**src/rtl/prbs_pattern_engine.sv**
```systemverilog
// prbs_pattern_engine: captures a PAT_WORDS-word reference pattern from the seq
// stream, counts back-to-back repeats of it, and after N repeats raises a sticky
// flag and streams PRBS7/15/31 words seeded from the captured pattern.
module prbs_pattern_engine #(
    parameter int unsigned DATA_W    = 8,
    parameter int unsigned PAT_WORDS = 4,
    parameter int unsigned CNT_W     = 8
) (
    input  logic              clk,
    input  logic              rst,
    input  logic              start,
    input  logic [CNT_W-1:0]  N,
    input  logic [1:0]        mode,
    input  logic [DATA_W-1:0] seq,
    input  logic              seq_valid,
    output logic [DATA_W-1:0] OUT,
    output logic              out_valid,
    output logic              Pattern_Flag,
    output logic [CNT_W-1:0]  rep_cnt,
    output logic              busy
);

    localparam int unsigned IDX_W    = (PAT_WORDS > 1) ? $clog2(PAT_WORDS) : 1;
    localparam int unsigned PAT_BITS = PAT_WORDS * DATA_W;
    localparam int unsigned LFSR_W   = 31;
    localparam logic [IDX_W-1:0] LAST_IDX = IDX_W'(PAT_WORDS - 1);

    typedef enum logic [1:0] {
        S_IDLE    = 2'b00,
        S_CAPTURE = 2'b01,
        S_DETECT  = 2'b10,
        S_PRBS    = 2'b11
    } state_t;

    // Active-length mask of the shared 31-bit LFSR; mode 11 aliases PRBS15.
    function automatic logic [LFSR_W-1:0] len_mask(input logic [1:0] m);
        case (m)
            2'b00:   len_mask = 31'h0000_007F;
            2'b10:   len_mask = 31'h7FFF_FFFF;
            default: len_mask = 31'h0000_7FFF;
        endcase
    endfunction

    // Feedback bit: lfsr[L-1] ^ lfsr[T-1] for the selected polynomial.
    function automatic logic lfsr_fb(input logic [LFSR_W-1:0] s, input logic [1:0] m);
        case (m)
            2'b00:   lfsr_fb = s[6]  ^ s[5];
            2'b10:   lfsr_fb = s[30] ^ s[27];
            default: lfsr_fb = s[14] ^ s[13];
        endcase
    endfunction

    state_t              state_q, state_d;
    logic [IDX_W-1:0]    idx_q, idx_d;
    logic [CNT_W-1:0]    rep_cnt_q, rep_cnt_d;
    logic [CNT_W-1:0]    n_q, n_d;
    logic [1:0]          mode_q, mode_d;
    logic                flag_q, flag_d;
    logic                busy_q, busy_d;
    logic [LFSR_W-1:0]   lfsr_q, lfsr_d;
    logic [DATA_W-1:0]   out_q, out_d;
    logic                out_valid_q, out_valid_d;
    logic [DATA_W-1:0]   pat_q [PAT_WORDS];
    logic [DATA_W-1:0]   pat_d [PAT_WORDS];

    logic [LFSR_W-1:0]   step_lfsr;
    logic [DATA_W-1:0]   step_word;
    logic                step_fb;
    logic [PAT_BITS-1:0] pat_cat;
    logic [LFSR_W-1:0]   seed_raw;
    logic [LFSR_W-1:0]   seed;
    logic                enter_prbs;

    // Pattern register write: the current word lands at pat[idx] while capturing.
    always_comb begin
        for (int i = 0; i < int'(PAT_WORDS); i++) begin
            pat_d[i] = pat_q[i];
        end
        if (!start && (state_q == S_CAPTURE) && seq_valid) begin
            pat_d[idx_q] = seq;
        end
    end

    // Seed: low L bits of the pattern with pat[0] in the MSBs; all-zero forced to all ones.
    always_comb begin
        pat_cat = '0;
        for (int i = 0; i < int'(PAT_WORDS); i++) begin
            pat_cat[(int'(PAT_WORDS) - 1 - i) * int'(DATA_W) +: DATA_W] = pat_d[i];
        end
        seed_raw = pat_cat[LFSR_W-1:0] & len_mask(mode_q);
        seed     = (seed_raw == '0) ? len_mask(mode_q) : seed_raw;
    end

    // One output word: DATA_W LFSR steps, first step lands in OUT[0].
    always_comb begin
        step_lfsr = lfsr_q;
        step_word = '0;
        step_fb   = 1'b0;
        for (int k = 0; k < int'(DATA_W); k++) begin
            step_fb      = lfsr_fb(step_lfsr, mode_q);
            step_word[k] = step_fb;
            step_lfsr    = {step_lfsr[LFSR_W-2:0], step_fb} & len_mask(mode_q);
        end
    end

    // Next-state and registered-output logic; start overrides every state.
    always_comb begin
        state_d     = state_q;
        idx_d       = idx_q;
        rep_cnt_d   = rep_cnt_q;
        n_d         = n_q;
        mode_d      = mode_q;
        flag_d      = flag_q;
        lfsr_d      = lfsr_q;
        out_d       = '0;
        out_valid_d = 1'b0;
        enter_prbs  = 1'b0;

        if (start) begin
            state_d   = S_CAPTURE;
            idx_d     = '0;
            rep_cnt_d = '0;
            flag_d    = 1'b0;
            n_d       = N;
            mode_d    = mode;
        end else begin
            case (state_q)
                S_CAPTURE: begin
                    if (seq_valid) begin
                        if (idx_q == LAST_IDX) begin
                            idx_d     = '0;
                            rep_cnt_d = CNT_W'(1);
                            // N of 0 or 1 is already satisfied by the captured copy
                            if (n_q <= CNT_W'(1)) begin
                                enter_prbs = 1'b1;
                            end else begin
                                state_d = S_DETECT;
                            end
                        end else begin
                            idx_d = idx_q + IDX_W'(1);
                        end
                    end
                end
                S_DETECT: begin
                    if (seq_valid) begin
                        if (seq == pat_q[idx_q]) begin
                            if (idx_q == LAST_IDX) begin
                                idx_d     = '0;
                                rep_cnt_d = rep_cnt_q + CNT_W'(1);
                                if (rep_cnt_d == n_q) begin
                                    enter_prbs = 1'b1;
                                end
                            end else begin
                                idx_d = idx_q + IDX_W'(1);
                            end
                        end else begin
                            // mismatching word is dropped, not retried as word 0
                            idx_d     = '0;
                            rep_cnt_d = '0;
                        end
                    end
                end
                S_PRBS: begin
                    lfsr_d      = step_lfsr;
                    out_d       = step_word;
                    out_valid_d = 1'b1;
                end
                default: begin
                end
            endcase

            if (enter_prbs) begin
                state_d = S_PRBS;
                flag_d  = 1'b1;
                lfsr_d  = seed;
            end
        end

        busy_d = (state_d == S_CAPTURE) || (state_d == S_DETECT);
    end

    // State and datapath registers.
    always_ff @(posedge clk or posedge rst) begin
        if (rst) begin
            state_q     <= S_IDLE;
            idx_q       <= '0;
            rep_cnt_q   <= '0;
            n_q         <= '0;
            mode_q      <= '0;
            flag_q      <= 1'b0;
            busy_q      <= 1'b0;
            lfsr_q      <= '0;
            out_q       <= '0;
            out_valid_q <= 1'b0;
            for (int i = 0; i < int'(PAT_WORDS); i++) begin
                pat_q[i] <= '0;
            end
        end else begin
            state_q     <= state_d;
            idx_q       <= idx_d;
            rep_cnt_q   <= rep_cnt_d;
            n_q         <= n_d;
            mode_q      <= mode_d;
            flag_q      <= flag_d;
            busy_q      <= busy_d;
            lfsr_q      <= lfsr_d;
            out_q       <= out_d;
            out_valid_q <= out_valid_d;
            for (int i = 0; i < int'(PAT_WORDS); i++) begin
                pat_q[i] <= pat_d[i];
            end
        end
    end

    assign OUT          = out_q;
    assign out_valid    = out_valid_q;
    assign Pattern_Flag = flag_q;
    assign rep_cnt      = rep_cnt_q;
    assign busy         = busy_q;

endmodule

```
**config.mk**
```make
export PLATFORM = sky130hd
export DESIGN_NAME = prbs_pattern_engine
export DESIGN_NICKNAME = d
export VERILOG_FILES = /design/src/rtl/prbs_pattern_engine.sv
export SDC_FILE = /design/constraint.sdc
export NUM_CORES = 1
export LEC_CHECK = 0
export BUFFER_PORTS_ARGS = -buffer_cell sky130_fd_sc_hd__buf_2
export CORE_MARGIN = 5
export CORE_UTILIZATION = 55
export DETAILED_ROUTE_END_ITERATION = 6
export PLACE_DENSITY = 0.88
export SLEW_MARGIN = 20
export SYNTH_ARGS = -nofsm -noshare
export SYNTH_HDL_FRONTEND = slang
export SYNTH_SLANG_ARGS = --single-unit
```
**constraint.sdc**
```tcl
create_clock -name clk -period 2.69 [get_ports clk]
set_input_delay 0.269 -clock clk [delete_from_list [all_inputs] [get_ports clk]]
set_output_delay 0.269 -clock clk [all_outputs]
set_load 0.1 [all_outputs]
```
== After elaboration in Yosys (flattened, before gate mapping) ==
Index checks and enable logic that the tools add are counted.

* Reductions and logical operators: 13
* Bitwise operators: 35
* Magnitude comparators: 3
* $add $sub $neg: 2
* Equal/unequal tests: 13
* Multiplexer cells: 53

{| class="wikitable"
|+ Operator list
! kind !! number
|-
| AND 31 bit || 9
|-
| two-way mux 31 bit || 4
|-
| two-way mux 8 bit || 11
|-
| case mux 31 bit (2 select lines) || 1
|-
| bitwise mux 32 bit || 1
|-
| zero test 31 bit || 1
|-
| bitwise XOR 1 bit || 24
|-
| two-way mux 2 bit || 11
|-
| case mux 1 bit (2 select lines) || 9
|-
| binary-select mux 8 bit (select 2 bit) || 1
|-
| demux 8 bit (select 2 bit) || 1
|-
| equality test 8 bit || 2
|-
| case mux 8 bit (2 select lines) || 1
|-
| two-way mux 1 bit || 12
|-
| equality test 2 bit, second input constant || 5
|-
| adder 8 x 1 -> 8 bit, second input constant || 1
|-
| less-or-equal comparator 8 x 1 -> 1 bit, second input constant || 1
|-
| inequality test 3 bit, second input constant || 2
|-
| AND reduction 5 bit || 1
|-
| equality test 2 x 1 -> 1 bit, second input constant || 2
|-
| inequality test 4 bit, second input constant || 1
|-
| case mux 2 bit (2 select lines) || 1
|-
| nonzero test 2 bit || 2
|-
| greater-or-equal comparator 3 bit, second input constant || 1
|-
| other kinds (12) || 14
|}

* Output and inout port bits: 19
* Register bits after elaboration: 96

== Depth between registers and ports, before layout ==
Gate-level depths: netlist of run 1.

* Depth in word-level cells: 26
* Gate-level depth with buffers: 13

== Worst setup path after synthesis of run 1 ==
OpenSTA, ideal clock, no wires.

* Path kind: register to register
* Start: register rep_cnt_q[0], in the netlist rep_cnt[0]
* End: register lfsr_q[26]
* Path buffers: 1
* Stages on the path, launching flop included: 11
* Path slack: -580 ps
* Period minus slack after synthesis: 3,270 ps
* Data arrival time: 3,149 ps
* Path through: dfrtp_1 -> ha_1 -> xor2_1 -> a2111oi_0 -> nand4_1 -> a211oi_1 -> a41o_1 -> o21bai_2 -> a21o_1 -> buf_2 -> o22a_1

* Word-level cells in the longest chain between the ends: 10
* Elaborated cells on any way between the ends: 11

{| class="wikitable"
|+ Ends and longest elaborated chain
! what !! RTL line !! source
|-
| start, declared || 55 || <nowiki>logic [CNT_W-1:0] rep_cnt_q, rep_cnt_d;</nowiki>
|-
| start signal, assigned || 201 || <nowiki>rep_cnt_q <= rep_cnt_d;</nowiki>
|-
| adder 8 x 1 -> 8 bit (*) || 149 || <nowiki>rep_cnt_d = rep_cnt_q + CNT_W'(1);</nowiki>
|-
| equality test 8 bit (*) || 150 || <nowiki>if (rep_cnt_d == n_q) begin</nowiki>
|-
| two-way mux 1 bit (*) || 150 ||
|-
| two-way mux 1 bit (*) || 147 || <nowiki>if (idx_q == LAST_IDX) begin</nowiki>
|-
| two-way mux 1 bit (*) || 146 || <nowiki>if (seq == pat_q[idx_q]) begin</nowiki>
|-
| two-way mux 1 bit (*) || 145 || <nowiki>if (seq_valid) begin</nowiki>
|-
| case mux 1 bit (2 select lines) (*) || 127 || <nowiki>case (state_q)</nowiki>
|-
| two-way mux 1 bit (*) || 119 || <nowiki>if (start) begin</nowiki>
|-
| nonzero test 2 bit (no line) || n/a ||
|-
| AND reduction 2 bit (no line) || n/a ||
|-
| end signal, assigned || 206 || <nowiki>lfsr_q <= lfsr_d;</nowiki>
|-
| end, declared || 60 || <nowiki>logic [LFSR_W-1:0] lfsr_q, lfsr_d;</nowiki>
|}

Mark *: on every way between the ends. The rest lies on a longest branch, timed or not. The select of a mux whose other input is x is not followed.
A chain may end at the register's enable or synchronous reset.

== Worst setup path after layout of run 1 ==
* Start: register idx_q[0]
* End: register lfsr_q[17]

* Word-level cells in the longest chain between the ends: 11
* Elaborated cells on any way between the ends: 26

{| class="wikitable"
|+ Ends and longest elaborated chain
! what !! RTL line !! source
|-
| start, declared || 54 || <nowiki>logic [IDX_W-1:0] idx_q, idx_d;</nowiki>
|-
| start signal, assigned || 200 || <nowiki>idx_q <= idx_d;</nowiki>
|-
| inverter 2 -> 3 bit (implied by the code) || 80, 146 ||
|-
| greater-or-equal comparator 3 bit (implied by the code), or another cell as far along || 80 || <nowiki>pat_d[idx_q] = seq;</nowiki>
|-
| logical AND 1 bit (implied by the code) or two-way mux 8 bit (tied branches) || 80, 146 ||
|-
| two-way mux 8 bit, on equally long branches || 80, 146 ||
|-
| demux 8 bit (select 2 bit) or equality test 8 bit (tied branches) || 80, 146 ||
|-
| bitwise mux 32 bit or two-way mux 1 bit (tied branches) || 80, 146 ||
|-
| two-way mux 31 bit or two-way mux 1 bit (tied branches) || 79, 145 ||
|-
| AND 31 bit or case mux 1 bit (2 select lines) (tied branches) || 90, 127 ||
|-
| zero test 31 bit or two-way mux 1 bit (tied branches) || 91, 119 ||
|-
| two-way mux 31 bit or nonzero test 2 bit (tied branches) || n/a ||
|-
| two-way mux 31 bit or AND reduction 2 bit (tied branches) || n/a ||
|}

Several ways; a longest one is shown, not always the timed one. The select of a mux whose other input is x is not followed.

==> flow_metrics.env, run 1 <==
export IMPL_outcome="complete, but fails checks"
export IMPL_violations="negative setup slack"
export IMPL_multi_input_area_um2=2920
export IMPL_drt_antenna_violating_nets=0
export IMPL_die_w_um=110
export IMPL_synth_compound_area_share_pct=15.7
export IMPL_layout_commonest_cell="dfrtp_1"
export IMPL_critPathLaunchType="flip-flop"
export IMPL_crit_path_end="lfsr_q[17]$_DFFE_PP0P_"
export IMPL_worst_slew_pin_slew_ns=0.795
export IMPL_worstPathArrival_ns=3.14
export IMPL_fin_crit_ns=2.84
export IMPL_synth_edf_count=0
export IMPL_tritoncts="built"
export IMPL_synthAdderAreaFrac_pct=2.02
export IMPL_synthCells=519
export IMPL_layout_nets=625
export IMPL_synth_seq_area_share_pct=44.1
export IMPL_die_h_um=110
export IMPL_reg2reg_depth=11
export IMPL_fin_ws_ns=-0.148
export IMPL_antenna_found_initial=0
export IMPL_synth_xor_area_share_pct=6.69
export IMPL_cts_sinks=96
export IMPL_grt_first_pass_wirelength_mm=23.6
export IMPL_io_buffers=40
export IMPL_firstDrtPassIters=5
export IMPL_drc_errors=0
export IMPL_final_cell_mix="87 x dfrtp_1, 44 x nor2_1, 44 x buf_4"
export IMPL_dominantRegCellSynth="dfrtp_1"
export IMPL_seqCellArea_um2=2410
export IMPL_setup_viol=39
export IMPL_n_fill_cell=752
export IMPL_report_final_slew_viol_count=0
export IMPL_startpoint="idx_q[0]$_DFFE_PP0P_"
export IMPL_rows=36
export IMPL_grt_usage_pct=25.7
export IMPL_power_frac_seq_pct=47.9
export IMPL_vias=4547
export IMPL_place_ws_ns=-0.188
export IMPL_p_clk_share_pct=23.1
export IMPL_p_int_w=0.00270
export IMPL_syn_to_final_growth_pct=18.1
export IMPL_required_ns=2.99
export IMPL_hold_class="input port to async pin"
export IMPL_powerDensity_nw_per_um2=628
export IMPL_grt_pass1_vias=4593
export IMPL_slew_headroom_pct=46.9
export IMPL_p_sw_share_pct=33.1
export IMPL_cts_inserted_buffers=9
export IMPL_max_cap_viol_count=0
export IMPL_yosysTopAreaCell="dfrtp_1"
export IMPL_synth_top_family_by_area="compound AO/OA/AOI/OAI gates"
export IMPL_ir_worst_vdd_mv=0.463
export IMPL_grt_max_degree=37
export IMPL_cts_max_level=3
export IMPL_clockBufferDepth=2
export IMPL_globalplace_congestion=0.932
export IMPL_synthMuxAreaShare_pct=13.0
export IMPL_hold_violations=0
export IMPL_num_io_pins=41
export IMPL_dpl_hpwl_mm=10.6
export IMPL_cts_root_buffer="clkbuf_8"
export IMPL_antenna_cells=0
export IMPL_skew_ns=0.0121
export IMPL_rsz0062_at_grt="true"
export IMPL_fin_crit_sh_pct=106
export IMPL_ys_types=67
export IMPL_stdcell_count=732
export IMPL_clkTransAtPathRegs_ns=0.09
export IMPL_p_comb_share_pct=29.1
export IMPL_synth_avg_cell_area_um2=10.5
export IMPL_first_iter_violations=362
export IMPL_dieArea_um2=12000
export IMPL_yosys_top_cells_area="dfrtp_1 44%, mux2_2 6.2%, xnor2_1 4.8%"
export IMPL_crit_path_end_kind="flip-flop"
export IMPL_p_switching_w=0.00134
export IMPL_synth_top_area_share_pct=44.1
export IMPL_wire_per_inst_um=20.3
export IMPL_p_total_w=0.00404
export IMPL_overflow=0
export IMPL_timing_rr_start="idx_q[0]$_DFFE_PP0P_"
export IMPL_yosysWarnings=0
export IMPL_reg2reg_setup_slack_ns=-0.15
export IMPL_clk_latency_ns=0.36
export IMPL_crit_type="flip-flop to flip-flop"
export IMPL_drt_total_wl_mm=14.9
export IMPL_initial_core_util_pct=56.0
export IMPL_p_leak_nw=2.96
export IMPL_synth_seq_cells=96
export IMPL_dp_cells=706
export IMPL_netlist_area_um2=5450
export IMPL_routed_via_density=6.21
export IMPL_max_freq_mhz=352
export IMPL_ys_async_sr_fraction_pct=100
export IMPL_synthSimpleGateAreaFrac_pct=13.6
export IMPL_synth_nets=549
export IMPL_r2r_end="lfsr_q[17]$_DFFE_PP0P_"
export IMPL_drive_gt1_share_pct=32.6
export IMPL_core_area_um2=9730
export IMPL_worstPathMaxFanout=9
-- metal layers --
metal / global-route usage (%) / up-vias / share of wire (%)
met5: 0 / - / 0
met4: 12.1 / 0 / 4.1
met3: 4.29 / 56 / 7.5
met2: 43.3 / 262 / 50
met1: 32.2 / 2201 / 38
li1: - / 2028 / -
-- state kept, by name, indices dropped and copies added (netlist names), 2 cells and up --
register  cells
n_q           8
pat_q        32
lfsr_q       31
idx_q         2
mode_q        2
rep_cnt       8
state_q       2
OUT           8
-- power by group through the flow --
stage / clock network, W / registers [W] / logic [W]
2_1_floorplan: 0 / 0.00187 / 0.000766
3_3_place_gp: 0 / 0.00193 / 0.00107
3_5_place_dp: 0 / 0.00194 / 0.00110
4_1_cts: 0.000944 / 0.00192 / 0.00114
5_1_grt: 0.00102 / 0.00196 / 0.00125
6_report: 0.000932 / 0.00194 / 0.00118
-- cell type report --
| cell class | instances | area share [%] |
|---|---|---|
| clock inverter | 5 | 0.914 |
| multi-input combinational | 374 | 45.3 |
| sequential | 96 | 37.5 |
| tap | 133 | 2.59 |
| timing repair buffer | 94 | 10.4 |
| clock buffer | 10 | 1.98 |
| inverter | 20 | 1.23 |
-- metrics by stage --
step	TNS (ns)	util, %	hold slack (ns)	area (um2)
after CTS	-0.980	65.3	0.0478	6350
after global routing	-6.99	66.1	0.0664	6430
after detailed placement	-3.58	62.0	0.448	6040
after floorplan	-0.869	-	0.390	5510
final	-2.75	66.1	0.0340	6430
after global placement	-1.69	62.0	0.437	6040
-- what timing repair did --
action	4_1_cts	5_1_grt
gates resized for setup	26	13
pin swaps	4	10
hold buffers	0	0
endpoints found under the setup margin	39	40
buffers inserted	6	2
cloned	2	1
-- synthesized netlist by cell type, drive strengths merged, types with 2 or more instances --
| cell type | count |
|---|---|
| dfrtp | 96 |
| nor2 | 51 |
| nand2 | 36 |
| a21oi | 33 |
| mux2 | 32 |
| xnor2 | 30 |
| o21ai | 22 |
| inv | 20 |
| mux2i | 16 |
| buf | 15 |
| clkbuf | 15 |
| o31ai | 15 |
| o22a | 13 |
| xor2 | 9 |
| ha | 8 |
| mux4 | 8 |
| a211oi | 7 |
| nor3 | 7 |
| nor4 | 7 |
| or3 | 7 |
| and2 | 6 |
| o221a | 6 |
| a21o | 5 |
| and4 | 4 |
| nand3 | 4 |
| nand4 | 4 |
| nand4b | 4 |
| a22o | 3 |
| a31oi | 3 |
| nand2b | 3 |
| or4 | 3 |
| a41o | 2 |
| and2b | 2 |
| nand3b | 2 |
| o21a | 2 |
| o21bai | 2 |
-- kinds of logic (layout without fill, tap and decap cells) --
logic type | count (synthesis) | after routing
flops | 96 | 96
simple gates | 144 | 145
mux | 56 | 56
xor+xnor | 40 | 40
compound gates | 124 | 124
buf+inv | 50 | 129
fa+ha+maj | 9 | 9
-- worst min-delay path by stage --
stage,from,endpoint,slack (ns),depth (start not counted)
after floorplan,mode[0],mode_q[0]$_DFFE_PP0P_,0.39,2
after global placement,rst,rep_cnt[0]$_DFFE_PP0P_,0.44,2
after detailed placement,rst,rep_cnt[3]$_DFFE_PP0P_,0.45,2
after CTS,rst,rep_cnt[3]$_DFFE_PP0P_,0.05,2
after global routing,rst,rep_cnt[3]$_DFFE_PP0P_,0.07,2
final,rst,rep_cnt[3]$_DFFE_PP0P_,0.03,2
-- worst max-delay path, stage by stage, from the launching register on --
cell and delay, ns:
dfrtp_2 0.43, buf_12 0.16, mux4_2 0.51, xnor2_1 0.16, nand4_1 0.26, nor2_2 0.25, a41o_1 0.29, buf_6 0.14
buf_6 0.11, o21ai_1 0.07, a21oi_1 0.21, o22a_1 0.19
No activity file was read; power rests on OpenSTA's default activity.
==> run 2: changes to the inputs <==
--- a/config.mk
+++ b/config.mk
@@ -7,9 +7,9 @@
 export LEC_CHECK = 0
 export BUFFER_PORTS_ARGS = -buffer_cell sky130_fd_sc_hd__buf_2
 export CORE_MARGIN = 5
-export CORE_UTILIZATION = 55
+export CORE_UTILIZATION = 60
 export DETAILED_ROUTE_END_ITERATION = 6
-export PLACE_DENSITY = 0.88
+export PLACE_DENSITY = 0.91
 export SLEW_MARGIN = 20
 export SYNTH_ARGS = -nofsm -noshare
 export SYNTH_HDL_FRONTEND = slang
==> constraint.sdc (replaced) <==
create_clock -name clk -period 3.7 [get_ports clk]
set_input_delay 0.37 -clock clk [delete_from_list [all_inputs] [get_ports clk]]
set_output_delay 0.37 -clock clk [all_outputs]
set_load 0.1 [all_outputs]
==> run 2 against run 1 <==
The run now ends clean; power fell by 31%; worst hold slack improved by 0.17 ns; maximum frequency fell by 13%; sequential power fell by 28%; first-iteration DRC count rose by 23%; register-to-register slack improved by 0.59 ns; global-route usage fell by 0.60 points; critical endpoint is now lfsr_q[30]$_DFFE_PP0P_; highest routed layer unchanged.
==> flow_metrics.env, run 2 (synthesis gave the netlist of run 1 again) <==
export IMPL_outcome="finished clean"
export IMPL_r2r_end="lfsr_q[30]$_DFFE_PP0P_"
export IMPL_timing_rr_start="idx_q[0]$_DFFE_PP0P_"
export IMPL_clockBufferDepth=2
export IMPL_drc_errors=0
export IMPL_antenna_found_initial=0
export IMPL_worstPathArrival_ns=3.50
export IMPL_syn_to_final_growth_pct=8.45
export IMPL_clk_latency_ns=0.36
export IMPL_layout_commonest_cell="dfrtp_1"
export IMPL_core_area_um2=8760
export IMPL_die_w_um=105
export IMPL_required_ns=3.95
export IMPL_fin_crit_sh_pct=87.9
export IMPL_regMostFlops="pat_q"
export IMPL_rsz0062_at_grt="false"
export IMPL_postPlaceCellArea_um2=5720
export IMPL_busiest_layer="met2"
export IMPL_drive_gt1_share_pct=23.1
export IMPL_crit_type="flip-flop to flip-flop"
export IMPL_critPathLaunchType="flip-flop"
export IMPL_met3_usage_pct=3.79
export IMPL_setup_tns_ns=0
export IMPL_clkTransAtPathRegs_ns=0.10
export IMPL_reg2reg_setup_slack_ns=0.45
export IMPL_die_h_um=105
export IMPL_final_cell_mix="96 x dfrtp_1, 46 x nor2_1, 40 x buf_2"
export IMPL_hold_class="input port to async pin"
export IMPL_layout_nets=587
export IMPL_firstDrtPassIters=4
export IMPL_cts_sinks=96
export IMPL_use_met2_pct=41.6
export IMPL_antenna_cells=0
export IMPL_io_buffers=40
export IMPL_report_final_slew_viol_count=0
export IMPL_crit_path_end_kind="flip-flop"
export IMPL_grt_first_pass_wirelength_mm=22.4
export IMPL_reg2reg_depth=11
export IMPL_dieArea_um2=11100
export IMPL_ir_worst_vdd_mv=0.258
export IMPL_drt_total_wl_mm=13.7
export IMPL_hold_violations=0
export IMPL_largest_reg_flops=32
export IMPL_grt_met1_usage_pct=32.2
export IMPL_powerDensity_nw_per_um2=475
export IMPL_grt_max_degree=80
export IMPL_setup_viol=0
export IMPL_cts_setup_buffers=0
export IMPL_reg_top3="pat_q (32), lfsr_q (31)"
export IMPL_max_freq_mhz=307
export IMPL_ctsResizeCount=0
export IMPL_wire_per_inst_um=20.4
export IMPL_p_leak_nw=2.75
export IMPL_cts_max_level=3
export IMPL_tritoncts="built"
export IMPL_max_cap_viol_count=0
export IMPL_drt_antenna_violating_nets=0
export IMPL_ctsHoldBuffers=0
export IMPL_skew_ns=0.00848
export IMPL_fin_crit_ns=3.25
export IMPL_fin_area_um2=5910
export IMPL_cts_inserted_buffers=9
export IMPL_initial_core_util_pct=62.2
export IMPL_overflow=0
export IMPL_worst_slew_pin_slew_ns=0.962
export IMPL_cts_root_buffer="clkbuf_8"
export IMPL_globalplace_congestion=1.01
export IMPL_grt_usage_pct=25.1
export IMPL_rows=34
export IMPL_grt_pass1_vias=4384
export IMPL_routed_via_density=6.48
export IMPL_worstPathMaxFanout=15
export IMPL_first_iter_violations=447
export IMPL_num_io_pins=41
export IMPL_dpl_hpwl_mm=10.0
export IMPL_vias=4344
export IMPL_slew_headroom_pct=35.8
==> run 2: cell count changes in the layout (fill, tap and decap cells not counted), moves of 3 or more <==
cell / before / now
buf_4: 44 / 17
dfrtp_1: 87 / 96
dfrtp_2: 9 / 0
o21ai_0: 7 / 15
o21ai_1: 14 / 6
buf_6: 5 / 0
buf_12: 4 / 0
ha_1: 5 / 8
xnor2_1: 27 / 30
xnor2_2: 3 / 0
==> run 2: how the worst max path moves through the flow <==
stage | from | cells past startpoint | end | slack [ns]
global placement | idx_q[0]$_DFFE_PP0P_ | 10 | lfsr_q[2]$_DFFE_PP0P_ | 0.67
CTS | idx_q[0]$_DFFE_PP0P_ | 10 | lfsr_q[1]$_DFFE_PP0P_ | 0.49
global route | idx_q[0]$_DFFE_PP0P_ | 9 | lfsr_q[30]$_DFFE_PP0P_ | 0.23
finish | idx_q[0]$_DFFE_PP0P_ | 11 | lfsr_q[30]$_DFFE_PP0P_ | 0.45
detailed placement | idx_q[0]$_DFFE_PP0P_ | 10 | lfsr_q[1]$_DFFE_PP0P_ | 0.50
floorplan | rep_cnt[0]$_DFFE_PP0P_ | 10 | lfsr_q[26]$_DFFE_PP0P_ | 0.43
==> run 2: metal layers <==
layer	share of wire, %	wire length [um]
met1	40	5520
met2	49	6720
met3	6.4	875
met4	4.2	571
met5	0	0
==> run 2: worst max-delay path, stage by stage (launching register included) <==
cell	delay (ns)
dfrtp_1	0.36
buf_4	0.24
ha_1	0.32
nand3b_1	0.22
a2111oi_0	0.45
nand4_1	0.23
a211oi_1	0.22
a41o_1	0.20
buf_4	0.19
o21bai_2	0.09
a21o_1	0.34
o22a_1	0.26
==> run 2: stage by stage <==
step / setup WS, ns / utilization, % / total power [W] / hold WS, ns / cells
floorplan: 0.430 / - / 0.00191 / 0.456 / 519
global placement: 0.675 / 65.3 / 0.00212 / 0.472 / 654
detailed placement: 0.497 / 65.3 / 0.00216 / 0.492 / 654
CTS: 0.489 / 67.4 / 0.00280 / 0.210 / 670
global route: 0.234 / 67.4 / 0.00294 / 0.219 / 670
finish: 0.447 / 67.4 / 0.00281 / 0.209 / 670
==> run 2: power by group <==
part	internal (W)	total [W]	leakage, nW	switching (W)
Sequential	0.00122	0.00140	1.25	0.000180
Combinational	0.000373	0.000763	1.42	0.000390
Clock	0.000268	0.000641	0.0861	0.000373
==> run 2: layout make-up <==
cell class / instances / area, um2
multi-input combinational: 373 / 2780
inverter: 20 / 77.6
sequential: 96 / 2400
timing repair buffer: 57 / 328
clock buffer: 11 / 141
clock inverter: 5 / 41.3
fill: 651 / 2860
tap: 108 / 135
